==> src/rtl/updown_counter.sv <==
// updown_counter: parametrised synchronous up/down binary counter with
// configurable modulus, synchronous clear, parallel load and an ENP/ENT/CO
// cascade scheme compatible with the classic 161-style counter chain.
// TCP is a registered one-cycle pulse marking each wrap of the count range.
module updown_counter #(
    parameter int              WIDTH   = 8,
    parameter longint unsigned MODULUS = 64'd1 << WIDTH
) (
    input  logic             CLK,
    input  logic             CLRB,
    input  logic             SCLRB,
    input  logic             LOADB,
    input  logic [WIDTH-1:0] D,
    input  logic             ENP,
    input  logic             ENT,
    input  logic             UP,
    output logic [WIDTH-1:0] Q,
    output logic             CO,
    output logic             TCP
);

    // Comparisons run one bit wider than Q so that MODULUS = 2**WIDTH is
    // representable and an out-of-range loaded value is detectable.
    localparam logic [WIDTH:0]   MOD_EXT = (WIDTH+1)'(MODULUS);
    localparam logic [WIDTH:0]   TOP_EXT = (WIDTH+1)'(MODULUS - 64'd1);
    localparam logic [WIDTH-1:0] TOP_VAL = TOP_EXT[WIDTH-1:0];
    localparam logic [WIDTH-1:0] ONE     = WIDTH'(1);

    logic [WIDTH-1:0] q_reg;
    logic [WIDTH-1:0] q_next;
    logic             tcp_reg;
    logic             tcp_next;

    logic [WIDTH:0]   q_ext;
    logic             below_top;
    logic             at_top;
    logic             at_zero;
    logic             in_range;

    assign q_ext     = {1'b0, q_reg};
    assign below_top = (q_ext < TOP_EXT);
    assign at_top    = (q_ext == TOP_EXT);
    assign at_zero   = (q_reg == '0);
    assign in_range  = (q_ext < MOD_EXT);

    // Next-state selection: sync clear, then load, then count step, else hold.
    always_comb begin
        q_next   = q_reg;
        tcp_next = 1'b0;
        if (!SCLRB) begin
            q_next = '0;
        end else if (!LOADB) begin
            // Loaded unmodified, even when D lies outside the count range.
            q_next = D;
        end else if (ENP && ENT) begin
            if (UP) begin
                if (below_top) begin
                    q_next = q_reg + ONE;
                end else begin
                    // Terminal value or any out-of-range value wraps to zero.
                    q_next   = '0;
                    tcp_next = 1'b1;
                end
            end else begin
                if (at_zero) begin
                    q_next   = TOP_VAL;
                    tcp_next = 1'b1;
                end else if (!in_range) begin
                    // Recover from an out-of-range load without flagging a wrap.
                    q_next = TOP_VAL;
                end else begin
                    q_next = q_reg - ONE;
                end
            end
        end
    end

    // State register with asynchronous active-low clear.
    always_ff @(posedge CLK or negedge CLRB) begin
        if (!CLRB) begin
            q_reg   <= '0;
            tcp_reg <= 1'b0;
        end else begin
            q_reg   <= q_next;
            tcp_reg <= tcp_next;
        end
    end

    // Carry-out is purely combinational so a cascade ripples within one cycle.
    always_comb begin
        CO = ENT & (UP ? at_top : at_zero);
    end

    assign Q   = q_reg;
    assign TCP = tcp_reg;

endmodule
==> config.mk <==
export PLATFORM = sky130hd
export DESIGN_NAME = updown_counter
export DESIGN_NICKNAME = d
export VERILOG_FILES = /design/src/rtl/updown_counter.sv
export SDC_FILE = /design/constraint.sdc
export NUM_CORES = 1
export LEC_CHECK = 0
export BUFFER_PORTS_ARGS = -buffer_cell sky130_fd_sc_hd__buf_2
export CAP_MARGIN = 10
export CORE_MARGIN = 5
export CORE_UTILIZATION = 45
export CTS_BUF_LIST = sky130_fd_sc_hd__clkbuf_16
export CTS_CLUSTER_DIAMETER = 200
export DETAILED_ROUTE_END_ITERATION = 12
export PLACE_DENSITY = 0.74
export SLEW_MARGIN = 0
export SYNTH_ARGS = -nofsm -noshare
export SYNTH_HDL_FRONTEND = slang
export SYNTH_SLANG_ARGS = --single-unit
==> constraint.sdc <==
create_clock -name CLK -period 1.6 [get_ports CLK]
set_input_delay 0.24 -clock CLK [delete_from_list [all_inputs] [get_ports CLK]]
set_output_delay 0.24 -clock CLK [all_outputs]
set_load 0.02 [all_outputs]
---- After elaboration in Yosys (flattened, before gate mapping) ----
Cells that the tools add are included.
operators by class
  add/subtract/negate cells ............... 2
  order comparisons ....................... 2
  eq/ne operators ......................... 2
  mux-type cells .......................... 14
  bitwise logic cells ..................... 1
  reduce and logical (&&, ||, !) cells .... 2
operator list
  kind                                                                  number
  8-bit 2-to-1 mux                                                      7
  8-bit by 9-bit < comparator with 1-bit output, second input constant  1
  8-bit by 1-bit adder with 8-bit output, second input constant         1
  8-bit equality test, second input constant                            1
  8-bit zero test                                                       1
  8-bit < comparator, second input constant                             1
  8-bit by 1-bit subtractor with 8-bit output, second input constant    1
  1-bit 2-to-1 mux                                                      7
  3-bit by 2-bit != test with 1-bit output, second input constant       1
  1-bit bitwise AND                                                     1
  1-bit logical AND                                                     1
storage, ports and cells
  bits in registers ....................... 9
  bits of input ports ..................... 15
  logic and storage cells ................. 25

---- Logic depth before layout (Yosys ltp) ----
Gate-level depths: netlist (run 1).
  depth in word-level cells ............... 7
  mapped depth ............................ 7
  mapped depth without buffers ............ 6

---- Worst setup path after synthesis (run 1) ----
OpenSTA, ideal clock, no wires.
  path kind ............................... reg2reg
  start ................................... register q_reg[0] (netlist: Q[0])
  end ..................................... register q_reg[4] (netlist: Q[4])
  setup time .............................. 0.123 ns
  data arrival time ....................... 1.698 ns
  path slack .............................. -0.222 ns
  cell stages (with the launch flop) ...... 8
  clock period less this slack ............ 1.822 ns
  cell sequence ........................... dfrtp_1 -> buf_6 -> inv_1 -> ha_1 -> or4b_1 -> a21oi_2 -> xnor2_1 -> a21oi_1
between the ends
  longest elaborated chain between the ends .. 7
  elaborated cells between the ends (all ways) .. 12
  classes of those cells .................. 2 x add/sub; 2 x order compare; 7 x mux; 1 x reduce/logical
RTL lines
  element                                                                                                              RTL line  text
  start, declared                                                                                                      29        logic [WIDTH-1:0] q_reg;
  start signal, assigned                                                                                               84        q_reg <= q_next;
  8-bit by 1-bit subtractor with 8-bit output / 8-bit by 9-bit < comparator with 1-bit output (equally long branches)  72, 44
  8-bit 2-to-1 mux                                                                                                     68        end else if (!in_range) begin
  8-bit 2-to-1 mux                                                                                                     65        if (at_zero) begin
  8-bit 2-to-1 mux (*)                                                                                                 56        if (UP) begin
  8-bit 2-to-1 mux (*)                                                                                                 55        end else if (ENP && ENT) begin
  8-bit 2-to-1 mux (*)                                                                                                 52        end else if (!LOADB) begin
  8-bit 2-to-1 mux (*)                                                                                                 50        if (!SCLRB) begin
Every way passes the cells marked *; elsewhere a longest branch is shown, timed or not. The select of a mux whose other input is x is not followed.
A chain may end at the register's enable or synchronous reset.

---- Final worst setup path (run 1) ----
  start ................................... register q_reg[5] (netlist: Q[5])
  end ..................................... output port CO
between the ends
  longest elaborated chain between the ends .. 3
  elaborated cells between the ends (all ways) .. 4
  classes of those cells .................. 1 x eq/ne; 1 x mux; 1 x bitwise; 1 x reduce/logical
RTL lines
  element                                                        RTL line  text
  8-bit equality test / 8-bit zero test (equally long branches)  42, 43
  1-bit 2-to-1 mux (*)                                           91        CO = ENT & (UP ? at_top : at_zero);
  1-bit bitwise AND (*)                                          91
  end, declared                                                  18        output logic CO,
Every way passes the cells marked *; elsewhere a longest branch is shown, timed or not.

==> results of run 1 <==
-- critical path, delay by kind of cell, from the launching register on --
family / cells / cell delay [ps]
AOI/OAI and AO/OA: 1 / 60
DFF: 1 / 420
buffers and inverters: 1 / 120
and+or+nand+nor: 3 / 720
-- metal layers --
metal / up-vias / wire [µm]
li1: 454 / -
met1: 450 / 1050
met2: 39 / 1230
met3: 8 / 139
met4: 0 / 73
met5: - / 0
-- cell families after synthesis --
family,synth area share (%)
AO/OA/AOI/OAI,30.8
XOR/XNOR,4.24
adder cells (fa/ha/maj),3.03
buffers and inverters,12.4
flip-flops,27.3
AND/OR/NAND/NOR,22.3
-- power by group --
part           leakage (nW)  switching (mW)  internal (mW)
clock                0.0423           0.119          0.328
sequential            0.112          0.0273          0.245
combinational         0.388           0.148          0.140
-- Yosys cell counts (all sizes together) (2+ instances only) --
master	n	area share [%]
inv	7	3.2
nand2	6	2.7
a22o	3	3.2
ha	2	3.0
buf	6	7.0
a31oi	5	3.8
nor2b	2	1.5
nand3	9	5.5
o211a	2	2.4
a21oi	6	4.1
or3	2	1.5
clkbuf	4	2.3
o31ai	2	1.8
or4	2	2.3
nor2	4	1.8
dfrtp	9	27
nand4	4	3.0
o21ai	10	6.1
xor2	2	2.1
xnor2	2	2.1
-- flip-flops by register name (all words and copies together), names as in the netlist --
signal / cells
Q: 8
TCP: 1
-- how the worst max path moves through the flow --
| stage | end | slack, ps |
|---|---|---|
| after floorplan | Q[4] | -90 |
| after global placement | CO | 2 |
| after detailed placement | CO | -70 |
| after CTS | CO | -180 |
| after global routing | CO | -290 |
| final | CO | -200 |
-- stage by stage --
stage          total power [mW]  setup WS [ps]  cells  cell area [µm²]
2_1_floorplan             0.444          -92.3    101              847
3_3_place_gp              0.516           2.39    151             1000
3_5_place_dp              0.523          -65.6    151             1000
4_1_cts                   0.997           -184    161             1160
5_1_grt                    1.06           -291    162             1170
6_report                   1.01           -201    162             1170
-- area by class of cell --
cell class | instances | share of cell area, %
Sequential cell | 9 | 19.7
Tap cell | 25 | 2.67
Inverter | 7 | 2.24
Timing Repair Buffer | 42 | 23.5
Clock inverter | 1 | 0.320
Clock buffer | 3 | 6.40
Multi-Input combinational cell | 75 | 45.1
-- timing repair --
| item | 4_1_cts | 5_1_grt |
|---|---|---|
| resized for setup | 8 | 2 |
| endpoints found under the setup margin | 5 | 7 |
| pin swaps | 3 | 3 |
| hold endpoints to repair | 9 | 0 |
| hold buffers | 1 | 0 |
| buffers inserted | 5 | 1 |
==> metrics.yaml, run 1 <==
h_tree_levels: 1
timing.rr.start: "Q[0]"
layout_common_cells: "buf_2 (23), buf_4 (14), nand3_1 (9), o21ai_0 (9)"
ys_ff_latch: 9
final_design_utilization_pct: 67.9
min_from: "D[0]"
fillerInstances: 152
critical_path.reg2reg.endpoint: "Q[5]"
asyncSetResetFlopFracSynth_pct: 100
synth_flop_cell: "dfrtp_1"
nNetsFinal: 155
violations: "negative setup slack"
crit_required_ps: 1360
grt_setup_unrepaired: "yes"
cts.clk_slew.worst_paths_ps: 40
crit_fanout: 2
die_w_um: 52.8
tightestPinTransition_ps: 436
pin_count: 25
reg2reg_setup_slack_ps: -80
run_status: "finished with violations"
setup.worst_path.start: "Q[5]"
grt_pass1_wl_um: 4110
groute.usage.overall_pct: 20.2
syn-instance-count: 101
grt_antenna_before_repair: 0
core-area_um2: 1730
post_synth_instance_area_um2: 826
power_density_nw_per_um2: 859
aggregate_routed_wire_length_um: 2500
worstSkewPairLatency_ps: 240
grt.overflow.total: 0
remaining_drc_errors: 0
synthesis_to_layout_area_growth_pct: 42.0
setup.worst_path.class: "flop to output port"
route.detailed.wl_per_inst_um: 15.4
tritoncts_clock_tree: "built"
finalMaxSlewViolations: 0
area_occupied_by_multi_input_gates_um2: 529
port_buffers: 24
syn_avg_cell_area_um2: 8.18
clock-skew-final_ps: 1.89
dp.final_hpwl_um: 1680
ys.warnings.count: 0
die_footprint_um2: 2790
std_cell_rows: 15
min_delay_worst_endpoint: "Q[0]"
first_global_vias: 895
count_of_flip_flops_with_a_built_in_enable_after_synthesis: 0
slowest_stage: "dfrtp_2"
arrival_ps: 1560
finalSetupTns_ps: -331
regArea_um2: 231
drive_above_1_share_pct: 43.1
avgViaCountPerCell: 5.87
timing.final.crit_share_pct: 113
cp_slowest_stage_delay_ps: 420
worst_setup_path_start_kind: "flop"
max-vdd-ir-drop_mv: 0.592
min_delay_path_class: "input port to flop"
drt_pre_antenna_iters: 4
finalHoldViolations: 0
root_buffer: "clkbuf_16"
sequential_fraction_of_the_synthesis_area_pct: 27.3
die_height_um: 52.8
path_cells: "nor4_4 -> and4b_1 -> a21oi_2 -> nor2b_2 -> buf_6"
timing.final.setup_violations: 4
whs_path_depth: 2
fmax_mhz: 555
maxCapViolations: 0
mostFrequentLayoutCell: "buf_2"
antenna-diode-count: 0
fin_ws_ps: -201
gp_congestion: 0.902
cts-root-to-sink-buffers: 2
finalHoldWorstSlack_ps: 237
use_met3_pct: 4.84
yosysUniqueCellTypes: 38
slew-limit-headroom_pct: 70.9
start_util_pct: 47.8
cts_inserted_buffers: 3
leakage_power_nw: 0.542
grt_busiest_layer: "met2"
worst_r2r_path_depth: 5
via_count: 951
grt_max_degree: 20
route.antenna.remaining_nets: 0
grt_use_met2_pct: 31.2
first_drt_iteration_drcs: 51
numClockSinks: 9
worstSetupEndpointType: "output port"
synthesis.nets: 118
grt_use_met1_pct: 25.6
timing.final.crit_period_ps: 1800
(Power assumes the default switching activity.)
==> run 2: changes to the inputs <==
- CAP_MARGIN: 10 -> not set
- PLACE_DENSITY: 0.74 -> 0.71
- SETUP_SLACK_MARGIN: not set -> 0.05
- clock period: 1.6 -> 2.2 ns (I/O delays scaled with it)
==> run 2 against run 1 <==
Effect of this change: the run now ends clean; sequential share of layout area grew 3.1 points; non-clock buffer count shrank 16; first-iteration DRC count shrank 22%; count of clock-buffer cells in the layout is the same; utilization shrank 9.8 points; total power shrank 32%; flip-flop and latch count is the same; global-route usage shrank 2.4 points; sequential power shrank 25%; critical path depth grew 1; routed wire length shrank 12%; die area is the same; critical endpoint unchanged; largest power group unchanged.
==> metrics.yaml, run 2 (synthesis gave the netlist of run 1 again) <==
die_w_um: 52.8  # unchanged
worst_setup_path_start_kind: "flop"  # unchanged
leakage_power_nw: 0.451  # was 0.542 nW
numClockSinks: 9  # unchanged
slew-limit-headroom_pct: 72.2  # was 70.9%
reg2reg_setup_slack_ps: 380  # was -80 ps
arrival_ps: 1670  # was 1560 ps
setup.worst_path.class: "flop to output port"  # unchanged
setup.worst_path.start: "Q[0]"  # was Q[5]
first_global_vias: 750  # was 895
min_delay_path_class: "input port to flop"  # unchanged
timing.final.crit_share_pct: 90.8
power_density_nw_per_um2: 678  # was 859 nW/µm²
finalSetupTns_ps: 0  # was -331 ps
slowest_stage: "dfrtp_2"  # unchanged
maxCapViolations: 0  # unchanged
crit_required_ps: 1870  # was 1360 ps
postCtsSetupBuffers: 0  # was 5
nNetsFinal: 139  # was 155
remaining_drc_errors: 0  # unchanged
route.detailed.wl_per_inst_um: 15.1  # was 15.4 µm
tritoncts_clock_tree: "built"  # unchanged
crit_fanout: 10  # was 2
finalHoldViolations: 0  # unchanged
avgViaCountPerCell: 5.91  # was 5.87
cp_slowest_stage_delay_ps: 450  # was 420 ps
synthesis_to_layout_area_growth_pct: 21.5  # was 42.0%
std_cell_rows: 15  # unchanged
worstSetupEndpointType: "output port"  # unchanged
route.antenna.remaining_nets: 0  # unchanged
tightestPinTransition_ps: 416  # was 436 ps
largest_register_ffs: 8  # unchanged
dp.final_hpwl_um: 1550  # was 1680 µm
groute.usage.overall_pct: 17.8  # was 20.2%
worstSkewPairLatency_ps: 240  # about the same
first_drt_iteration_drcs: 40  # was 51
path_cells: "inv_1 -> ha_1 -> and4b_1 -> a21oi_1 -> nor2b_1 -> buf_2"  # was nor4_4 -> and4b_1 -> a21oi_2 -> nor2b_2 -> buf_6
cp-endpoint: "CO"  # unchanged
run_status: "finished clean"  # was finished with violations
antenna-diode-count: 0  # unchanged
drt_pre_antenna_iters: 5  # was 4
worst_r2r_path_depth: 6  # was 5
timing.final.crit_period_ps: 2000
final_design_utilization_pct: 58.1  # was 67.9%
cell_family_contributing_the_most_delay_on_the_critical_path: "flip-flops"  # was simple AND/OR/NAND/NOR gates
cts_inserted_buffers: 3  # unchanged
grt_setup_unrepaired: "no"  # was yes
critical_path.reg2reg.endpoint: "Q[4]"  # was Q[5]
cp_num_buf_inv: 2  # was 1
fmax_mhz: 501
layout_common_cells: "buf_2 (24), nand3_1 (9), o21ai_0 (9), inv_1 (8)"  # was buf_2 (23), buf_4 (14), nand3_1 (9), o21ai_0 (9)
clock-skew-final_ps: 0.962  # was 1.89 ps
max-vdd-ir-drop_mv: 0.453  # was 0.592 mV
grt.overflow.total: 0  # unchanged
port_buffers: 24  # unchanged
cts-root-to-sink-buffers: 2  # unchanged
grt_antenna_before_repair: 0  # unchanged
finalMaxSlewViolations: 0  # unchanged
cts.clk_slew.worst_paths_ps: 40  # about the same
pin_count: 25  # unchanged
gp_congestion: 0.858  # was 0.902
fillerInstances: 168  # was 152
grt_max_degree: 20  # unchanged
critical_path_cell_count: 6  # was 5
timing.rr.start: "Q[0]"  # unchanged
core-area_um2: 1730  # unchanged
mostFrequentLayoutCell: "buf_2"  # unchanged
aggregate_routed_wire_length_um: 2210  # was 2500 µm
start_util_pct: 47.8  # unchanged
grt_pass1_wl_um: 3590  # was 4110 µm
drive_above_1_share_pct: 29.8  # was 43.1%
via_count: 863  # was 951
timing.final.setup_violations: 0  # was 4
die_height_um: 52.8  # unchanged
root_buffer: "clkbuf_16"  # unchanged
h_tree_levels: 1  # unchanged
die_footprint_um2: 2790  # unchanged
## run 2: what timing repair did
action                                 in CTS  in global routing
setup endpoints to repair                   0                  1
endpoints found under the hold margin       9                  0
gates resized for setup                     0                  4
hold buffers                                1                  0
## run 2: layout make-up
type / count / area (µm²) / share of cell area, %
inverter: 7 / 26.3 / 2.62
multi-input combinational: 75 / 500 / 49.9
timing repair buffer: 26 / 138 / 13.7
tap: 25 / 31.3 / 3.12
clock buffer: 3 / 75.1 / 7.48
clock inverter: 1 / 3.75 / 0.374
sequential: 9 / 229 / 22.8
## run 2: metrics by stage
stage	worst slack (ps)	hold slack, ps	power [mW]	instance area, µm²	std cells
after global routing	60.5	332	0.716	1000	146
after detailed placement	361	203	0.355	908	141
after floorplan	335	34.4	0.315	826	101
after global placement	407	200	0.351	908	141
after CTS	87.5	323	0.681	997	146
final	202	324	0.680	1000	146
## run 2: worst min path at each step
stage	startpoint	endpoint	cells after the start
floorplan	CLRB	Q[0]	0
global placement	CLRB	Q[4]	1
detailed placement	CLRB	Q[4]	1
CTS	D[1]	Q[1]	2
global route	D[1]	Q[1]	2
finish	D[1]	Q[1]	2
## run 2: report_power, final
group | switching (mW) | leakage (nW) | total [mW] | internal, mW
registers | 0.0271 | 0.114 | 0.205 | 0.178
logic | 0.0864 | 0.294 | 0.153 | 0.0662
clock network | 0.0846 | 0.0423 | 0.323 | 0.238
## run 2: worst reg2reg max path, cell delays in order, from the launching register on
cell,delay [ps]
dfrtp_2,460
inv_1,110
ha_1,270
or4b_1,480
a21oi_2,160
xnor2_1,130
a21oi_1,80
## run 2: routing by layer
metal	track usage [%]	wire, µm
met5	0	0
met4	6.38	25
met1	24.2	1000
met3	3.99	174
met2	27.3	1010
